[config.mk]
export PLATFORM = sky130hd
export DESIGN_NAME = multicycle_ctrl
export DESIGN_NICKNAME = d
export VERILOG_FILES = /design/src/rtl/multicycle_ctrl.sv
export SDC_FILE = /design/constraint.sdc
export NUM_CORES = 1
export LEC_CHECK = 0
export CAP_MARGIN = 20
export CORE_UTILIZATION = 50
export CTS_CLUSTER_SIZE = 24
export DETAILED_ROUTE_END_ITERATION = 12
export PLACE_DENSITY_LB_ADDON = 0.2
export SLEW_MARGIN = 40
export SYNTH_ARGS = -nofsm -noshare
export SYNTH_HDL_FRONTEND = slang
export SYNTH_SLANG_ARGS = --single-unit
export TNS_END_PERCENT = 5
[constraint.sdc]
create_clock -name clk_i -period 3.5 [get_ports clk_i]
set_input_delay 0.7 -clock clk_i [delete_from_list [all_inputs] [get_ports clk_i]]
set_output_delay 0.7 -clock clk_i [all_outputs]
set_load 0.05 [all_outputs]
[src/rtl/multicycle_ctrl.sv]
// multicycle_ctrl: main control FSM for the multicycle datapath (IF/ID/EX/MEM/WB).
// Ports: clk_i/rst_i clock and sync active-high reset; opcode_i sampled in ID;
// cond_i branch condition sampled in EX; mem_rdy_i memory ack; estado_o state code;
// mem_req_o/mem_we_o/addr_sel_o memory handshake; ir_we_o/pc_we_o/pc_sel_o/reg_we_o/wb_sel_o
// datapath strobes; halted_o/fault_o terminal flags; instr_cnt_o retired-instruction count.
module multicycle_ctrl #(
  parameter int MEM_TIMEOUT = 15,
  parameter int CNT_W = 16
) (
  input  logic             clk_i,
  input  logic             rst_i,
  input  logic [5:0]       opcode_i,
  input  logic             cond_i,
  input  logic             mem_rdy_i,
  output logic [2:0]       estado_o,
  output logic             mem_req_o,
  output logic             mem_we_o,
  output logic             addr_sel_o,
  output logic             ir_we_o,
  output logic             pc_we_o,
  output logic             pc_sel_o,
  output logic             reg_we_o,
  output logic             wb_sel_o,
  output logic             halted_o,
  output logic             fault_o,
  output logic [CNT_W-1:0] instr_cnt_o
);
  typedef enum logic [2:0] {
    S_IF = 3'd0, S_ID = 3'd1, S_EX = 3'd2, S_MEM = 3'd3,
    S_WB = 3'd4, S_HALT = 3'd5, S_FAULT = 3'd6, S_RST = 3'd7
  } state_e;
  typedef enum logic [2:0] {C_ALU, C_LOAD, C_STORE, C_BR, C_JMP} cls_e;
  state_e state_q, state_d;
  cls_e cls_q, cls_d;
  logic first_q;
  logic [7:0] wcnt_q, wcnt_d;
  logic [CNT_W-1:0] cnt_q, cnt_d;
  logic timeout, retire;
  assign timeout = wcnt_q == 8'(MEM_TIMEOUT);
  always_comb begin
    state_d = state_q;
    cls_d = cls_q;
    mem_req_o = 1'b0;
    mem_we_o = 1'b0;
    addr_sel_o = 1'b0;
    ir_we_o = 1'b0;
    pc_we_o = 1'b0;
    pc_sel_o = 1'b0;
    reg_we_o = 1'b0;
    wb_sel_o = 1'b0;
    halted_o = 1'b0;
    fault_o = 1'b0;
    case (state_q)
      // first_q holds RSTS for one extra cycle after reset is released
      S_RST: state_d = first_q ? S_RST : S_IF;
      S_IF: begin
        mem_req_o = 1'b1;
        ir_we_o = mem_rdy_i;
        pc_we_o = mem_rdy_i;
        state_d = mem_rdy_i ? S_ID : timeout ? S_FAULT : S_IF;
      end
      S_ID: begin
        state_d = S_EX;
        case (opcode_i)
          6'h00, 6'h01: cls_d = C_ALU;
          6'h10: cls_d = C_LOAD;
          6'h11: cls_d = C_STORE;
          6'h20: cls_d = C_BR;
          6'h21: cls_d = C_JMP;
          6'h3F: state_d = S_HALT;
          default: state_d = S_FAULT;
        endcase
      end
      S_EX: begin
        pc_sel_o = cls_q == C_BR || cls_q == C_JMP;
        pc_we_o = cls_q == C_BR ? cond_i : cls_q == C_JMP;
        state_d = cls_q == C_ALU ? S_WB : (cls_q == C_LOAD || cls_q == C_STORE) ? S_MEM : S_IF;
      end
      S_MEM: begin
        mem_req_o = 1'b1;
        addr_sel_o = 1'b1;
        mem_we_o = cls_q == C_STORE;
        state_d = mem_rdy_i ? (cls_q == C_STORE ? S_IF : S_WB) : timeout ? S_FAULT : S_MEM;
      end
      S_WB: begin
        reg_we_o = 1'b1;
        wb_sel_o = cls_q == C_LOAD;
        state_d = S_IF;
      end
      S_HALT: halted_o = 1'b1;
      S_FAULT: fault_o = 1'b1;
    endcase
  end
  // wait counter restarts on every state change; only IF/MEM waits advance it
  assign wcnt_d = state_d != state_q ? 8'd0 : (mem_req_o && !mem_rdy_i) ? wcnt_q + 8'd1 : wcnt_q;
  assign retire = state_d == S_IF && (state_q == S_EX || state_q == S_MEM || state_q == S_WB);
  assign cnt_d = cnt_q + CNT_W'(retire);
  always_ff @(posedge clk_i) begin
    first_q <= rst_i;
    if (rst_i) begin
      state_q <= S_RST;
      cls_q <= C_ALU;
      wcnt_q <= 8'd0;
      cnt_q <= '0;
    end else begin
      state_q <= state_d;
      cls_q <= cls_d;
      wcnt_q <= wcnt_d;
      cnt_q <= cnt_d;
    end
  end
  assign estado_o = state_q;
  assign instr_cnt_o = cnt_q;
endmodule

## Word-level counts from Yosys, hierarchy flattened

Index checks and enable logic that the tools add are counted.

| operators by class | value |
|---|---|
| add/subtract/negate cells | 2 |
| equality and inequality tests | 19 |
| multiplexer cells | 22 |
| reduce and logical (&&, ||, !) cells | 17 |

Operator list:

| operator | number |
|---|---|
| two-way mux 3 bit | 7 |
| equality test 6 bit, second input constant | 3 |
| one-hot mux 3 bit (6 select lines) | 1 |
| adder 16 x 1 -> 16 bit | 1 |
| equality test 3 bit, second input constant | 5 |
| one-hot mux 3 bit (5 select lines) | 1 |
| equality test 3 x 2 -> 1 bit, second input constant | 4 |
| equality test 6 x 5 -> 1 bit, second input constant | 2 |
| two-way mux 1 bit | 10 |
| zero test 3 bit | 3 |
| adder 8 x 1 -> 8 bit, second input constant | 1 |
| equality test 8 x 4 -> 1 bit, second input constant | 1 |
| equality test 3 x 1 -> 1 bit, second input constant | 2 |
| equality test 6 x 1 -> 1 bit, second input constant | 1 |
| zero test 6 bit | 1 |
| one-hot mux 3 bit (2 select lines) | 1 |
| OR reduction 2 bit | 3 |
| OR reduction 6 bit | 1 |
| nonzero test 5 bit | 1 |
| logical OR 1 bit | 4 |
| inequality test 3 bit | 1 |
| logical AND 1 bit | 2 |
| two-way mux 2 bit | 1 |
| one-hot mux 1 bit (2 select lines) | 1 |
| other kinds (2) | 2 |

| storage, ports and cells | value |
|---|---|
| flip-flop bits (word level) | 31 |
| bits of input ports | 10 |

## Logic depth before layout (Yosys ltp)

| depth | value |
|---|---|
| word-level depth | 8 |
| gate-level depth with buffers | 13 |
| gate-level depth less buffers | 13 |

## Least setup slack after synthesis

OpenSTA, ideal clock, no wires.

| timing path | value |
|---|---|
| path type | register -> register |
| from | reg state_q[2] (netlist: estado_o[2]) |
| to | reg cnt_q[10] (netlist: instr_cnt_o[10]) |
| arrival time | 3.301 ns |
| data required time | 3.429 ns |
| slack | 0.128 ns |
| stages on the path, launching flop included | 12 |
| buffers on the path | 1 |
| cell sequence | dfxtp_1 > buf_2 > inv_1 > nor2_1 > a21oi_1 > nor3_1 > ha_1 > ha_1 > nand2_1 > or3_1 > or3_1 > a21oi_1 |

| between the ends | value |
|---|---|
| cells in the longest elaborated chain, start to end | 5 |
| elaborated cells on any way between the ends | 12 |

Ends and longest elaborated chain:

| item | RTL line | text |
|---|---|---|
| start: declaration | 33 | `state_e state_q, state_d;` |
| start signal: assignment | 106 | `state_q <= state_d;` |
| equality test 3 bit (tied with other cells) | 53, 96 |  |
| one-hot mux 3 bit (6 select lines) / logical OR 1 bit (equally long branches) | 53, 96 |  |
| zero test 3 bit / logical OR 1 bit (equally long branches) | 96 | `assign retire = state_d == S_IF && (state_q == S_EX \|\| state_q == S_MEM \|\| state_q == S_WB);` |
| logical AND 1 bit (*) | 96 |  |
| adder 16 x 1 -> 16 bit (*) | 97 | `assign cnt_d = cnt_q + CNT_W'(retire);` |
| end signal: assignment | 109 | `cnt_q <= cnt_d;` |
| end: declaration | 37 | `logic [CNT_W-1:0] cnt_q, cnt_d;` |

Every way passes the cells marked *; elsewhere a longest branch is shown, timed or not.
A chain may end at the register's enable or synchronous reset.

## Final worst setup path

| timing path | value |
|---|---|
| from | in opcode_i[4] |
| to | reg cnt_q[10] (netlist: instr_cnt_o[10]) |

| between the ends | value |
|---|---|
| cells in the longest elaborated chain, start to end | 7 |
| elaborated cells on any way between the ends | 13 |

Ends and longest elaborated chain:

| item | RTL line | text |
|---|---|---|
| start: declaration | 12 | `input logic [5:0] opcode_i,` |
| equality test 6 bit (tied with other cells) | 64 | `case (opcode_i)` |
| OR reduction 6 bit (no source line) | -- |  |
| one-hot mux 3 bit (2 select lines) (*) | 64 |  |
| one-hot mux 3 bit (6 select lines) (*) | 53 | `case (state_q)` |
| zero test 3 bit (*) | 96 |  |
| logical AND 1 bit (*) | 96 |  |
| adder 16 x 1 -> 16 bit (*) | 97 |  |

Marks and branches as above.

==> metrics.md <==
| Metric | Value |
|---|---|
| Setup violators final | 0 |
| Worst Tran Pin Value | 0.661 ns |
| MaxCap Viol Count | 0 |
| Placement Cell Area | 2180 um^2 |
| Vias post-DR | 1647 |
| Final Util | 72.9% |
| Crit path DAT | 3.57 ns |
| Seq pwr share | 32.9% |
| CP Max Fanout | 5 |
| Synth top area cells | dfxtp_1, nor2_1, xor2_1 |
| R2r setup slk | 0.33 ns |
| Reg2reg start | wcnt_q[5]$_SDFFE_PP0P_ |
| Filler instances | 257 |
| CP Launch Point | opcode_i[4] |
| Worst-path cell chain | clkdlybuf4s50_1 > a2111oi_4 > mux2i_1 > o21ai_2 > nand2_1 > nor3_1 > ha_1 > ha_1 > nand2_1 > or3_4 > or3_1 > a21oi_1 |
| Hold_ws | 0.515 ns |
| Syn Inst Count | 210 |
| Final wirelength | 3930 um |
| CTS tree | built |
| Crit end category | register |
| Number of global-route vias before repair | 1505 |
| Final total power | 1.25 mW |
| Nets | 270 |
| Max VDD drop | 250 uV |
| Row cnt | 20 |
| DIE HEIGHT | 60.6 um |
| Outcome | finished, final reports clean |
| Internal power | 737 uW |
| Mean post-synth cell area | 8.16 um^2 |
| Synth Net Count | 223 |
| Reg clk slew, reported paths | 0.10 ns |
| Crit Path Class | primary input to register |
| Max-slew headroom | 55.6% |
| Commonest non-fill, non-tap cell in the layout | clkdlybuf4s50_1 |
| Footprint of the multi-input gates | 1060 um^2 |
| Synth Flop Type | dfxtp_1 |
| Top-area cell type share of the netlist area | 36.2% |
| Post-synth top area cell | dfxtp_1 |
| Maximum clock path buffer count | 2 |
| Power density over the cells | 546 nW/um^2 |
| CTS Buf Count | 5 |
| Minimum clock period | 3.31 ns |
| Die W | 60.6 um |
| Yosys cell types | 45 |
| Most frequent cells in the layout | clkdlybuf4s50_1, dfxtp_1, nor2_1 |
| Core footprint | 3150 um^2 |
| Worst Clk Skew | 0.0153 ns |
| DIE AREA | 3670 um^2 |
| CTS Hold Buffers Added | 0 |
| Critical Path RT | 3.76 ns |
| DR pass1 iterations | 4 |
| Clock Power Share | 23.3% |
| Aggregate global routing overflow | 0 |
| First-pass GRT wire length | 6430 um |
| Final Wtd Congestion | 0.857 |
| Startpoint types | primary input |
| Hold Vio Cnt, Final | 0 |
| Lkg Pwr | 0.838 nW |
| Ports | 39 |
| CTS Sinks | 31 |
| Vias per Instance | 5.45 |
| Sw Pwr | 516 uW |
| Worst-skew pair later-pin latency | 0.33 ns |
| Fin crit share | 94.5% |
| Dpl hpwl | 2850 um |
| Slowest stage delay, CP | 0.46 ns |
| PortBufs | 38 |
| Htree depth | 2 |
| Residual DRC | 0 |
| Ys async rst share | 0% |
| Finished Cell Area | 2300 um^2 |
| Post-synth EDFFs | 0 |
| Hold WC Path Type | register to register |
| Largest net degree at the start of global routing | 23 |
| Final Max Tran Viols | 0 |
| Ys Warns | 0 |
| Crit path max-delay cell type | clkdlybuf4s50_1 |
| Root buffer cell | clkbuf_4 |
| Switching Fraction | 41.2% |
| GRT Overall Usage | 23.5% |
| DRT iter0 DRCs | 107 |
| Initial antenna violation count | 0 |
| Post-route ant nets | 0 |
| Synthesized area | 1710 um^2 |
| Antenna cell count | 0 |
| Initial Util | 54.4% |
| #FFs+latches synth | 31 |
| Syn-to-layout area delta | 34.0% |
| Comb power frac | 43.8% |
| Layout cells sized above 1 | 12.8% |
| Seq. cell area | 621 um^2 |
| Hold_sp | instr_cnt_o[13]$_SDFF_PP0_ |
| FMAX | 302 MHz |
| Drt wl/cell | 13.0 um |
| Seq/Total Area, Yosys | 36.2% |
[timing repair]
action / in CTS / in global routing
endpoints found under the hold margin: 0 / 0
endpoints found under the setup margin: 0 / 3
resized for setup: 0 / 6
setup buffers: 0 / 0
[path summary, 6_finish.rpt]
kind,end,cells after the start
hold reg to reg,instr_cnt_o[13]$_SDFF_PP0_,2
setup / recovery,instr_cnt_o[10]$_SDFF_PP0_,12
hold / removal,instr_cnt_o[13]$_SDFF_PP0_,2
setup reg to reg,instr_cnt_o[10]$_SDFF_PP0_,10
[power by group through the flow]
stage	registers [mW]	clock network, mW	logic (mW)
detailed placement	0.420	0	0.534
global placement	0.420	0	0.533
CTS	0.412	0.300	0.540
global route	0.417	0.314	0.591
finish	0.413	0.292	0.549
floorplan	0.475	0	0.329
[critical path, delay by kind of cell]
family	cells	cell delay, ns
mux	1	0.15
buf+inv	1	0.46
fa+ha+maj	2	0.41
compound gates	3	0.72
simple gates	5	1.11
[logic make-up (layout without fill, tap and decap cells)]
group / count (synthesis) / in the layout / synth area share [%]
AO/OA/AOI/OAI: 34 / 34 / 12.9
AND/OR/NAND/NOR: 107 / 107 / 33.9
multiplexers: 3 / 3 / 1.75
flip-flops: 31 / 31 / 36.2
adder cells (fa/ha/maj): 3 / 3 / 2.19
buffers and inverters: 14 / 62 / 3.80
XOR/XNOR: 18 / 18 / 9.20
[synth_stat cells, drive strengths merged (2+ instances only)]
cell type,n
dfxtp,31
nor2,26
nand2,16
nor3,16
a21oi,13
xor2,11
nand3,9
or3,9
o21ai,8
xnor2,7
inv,6
buf,5
nor2b,4
a2111oi,3
and4,3
clkbuf,3
ha,3
mux2i,3
nand2b,3
nand3b,3
nand4,3
or3b,3
a31oi,2
and3,2
nor4,2
o211ai,2
or2,2
[layout make-up]
| type | instances | area share, % |
|---|---|---|
| clock buffer | 6 | 2.23 |
| clock inverter | 2 | 1.53 |
| inverter | 6 | 0.980 |
| multi-input combinational | 165 | 46.1 |
| sequential | 31 | 27.0 |
| tap | 44 | 2.40 |
| timing repair buffer | 48 | 19.7 |
[metal layers]
layer | share of wire [%] | GRT usage [%] | vias up
li1 | - | - | 839
met1 | 46 | 30.6 | 754
met2 | 48 | 38.0 | 49
met3 | 5.2 | 5.76 | 5
met4 | 0.92 | 8.12 | 0
met5 | 0 | 0 | -
[sequential cells by signal, indices dropped and copies added (netlist names)]
| signal | count |
|---|---|
| first_q | 1 |
| instr_cnt_o | 16 |
| wcnt_q | 8 |
| cls_q | 3 |
| estado_o | 3 |
[per-stage QoR]
stage	TNS [ns]	worst slack (ns)	cells
finish	0	0.192	302
global route	-0.0161	-0.0161	302
CTS	0	0.0244	302
detailed placement	-1.09	-0.340	294
global placement	-0.317	-0.116	294
floorplan	0	0.128	210
No activity file was read; power rests on OpenSTA's default activity.
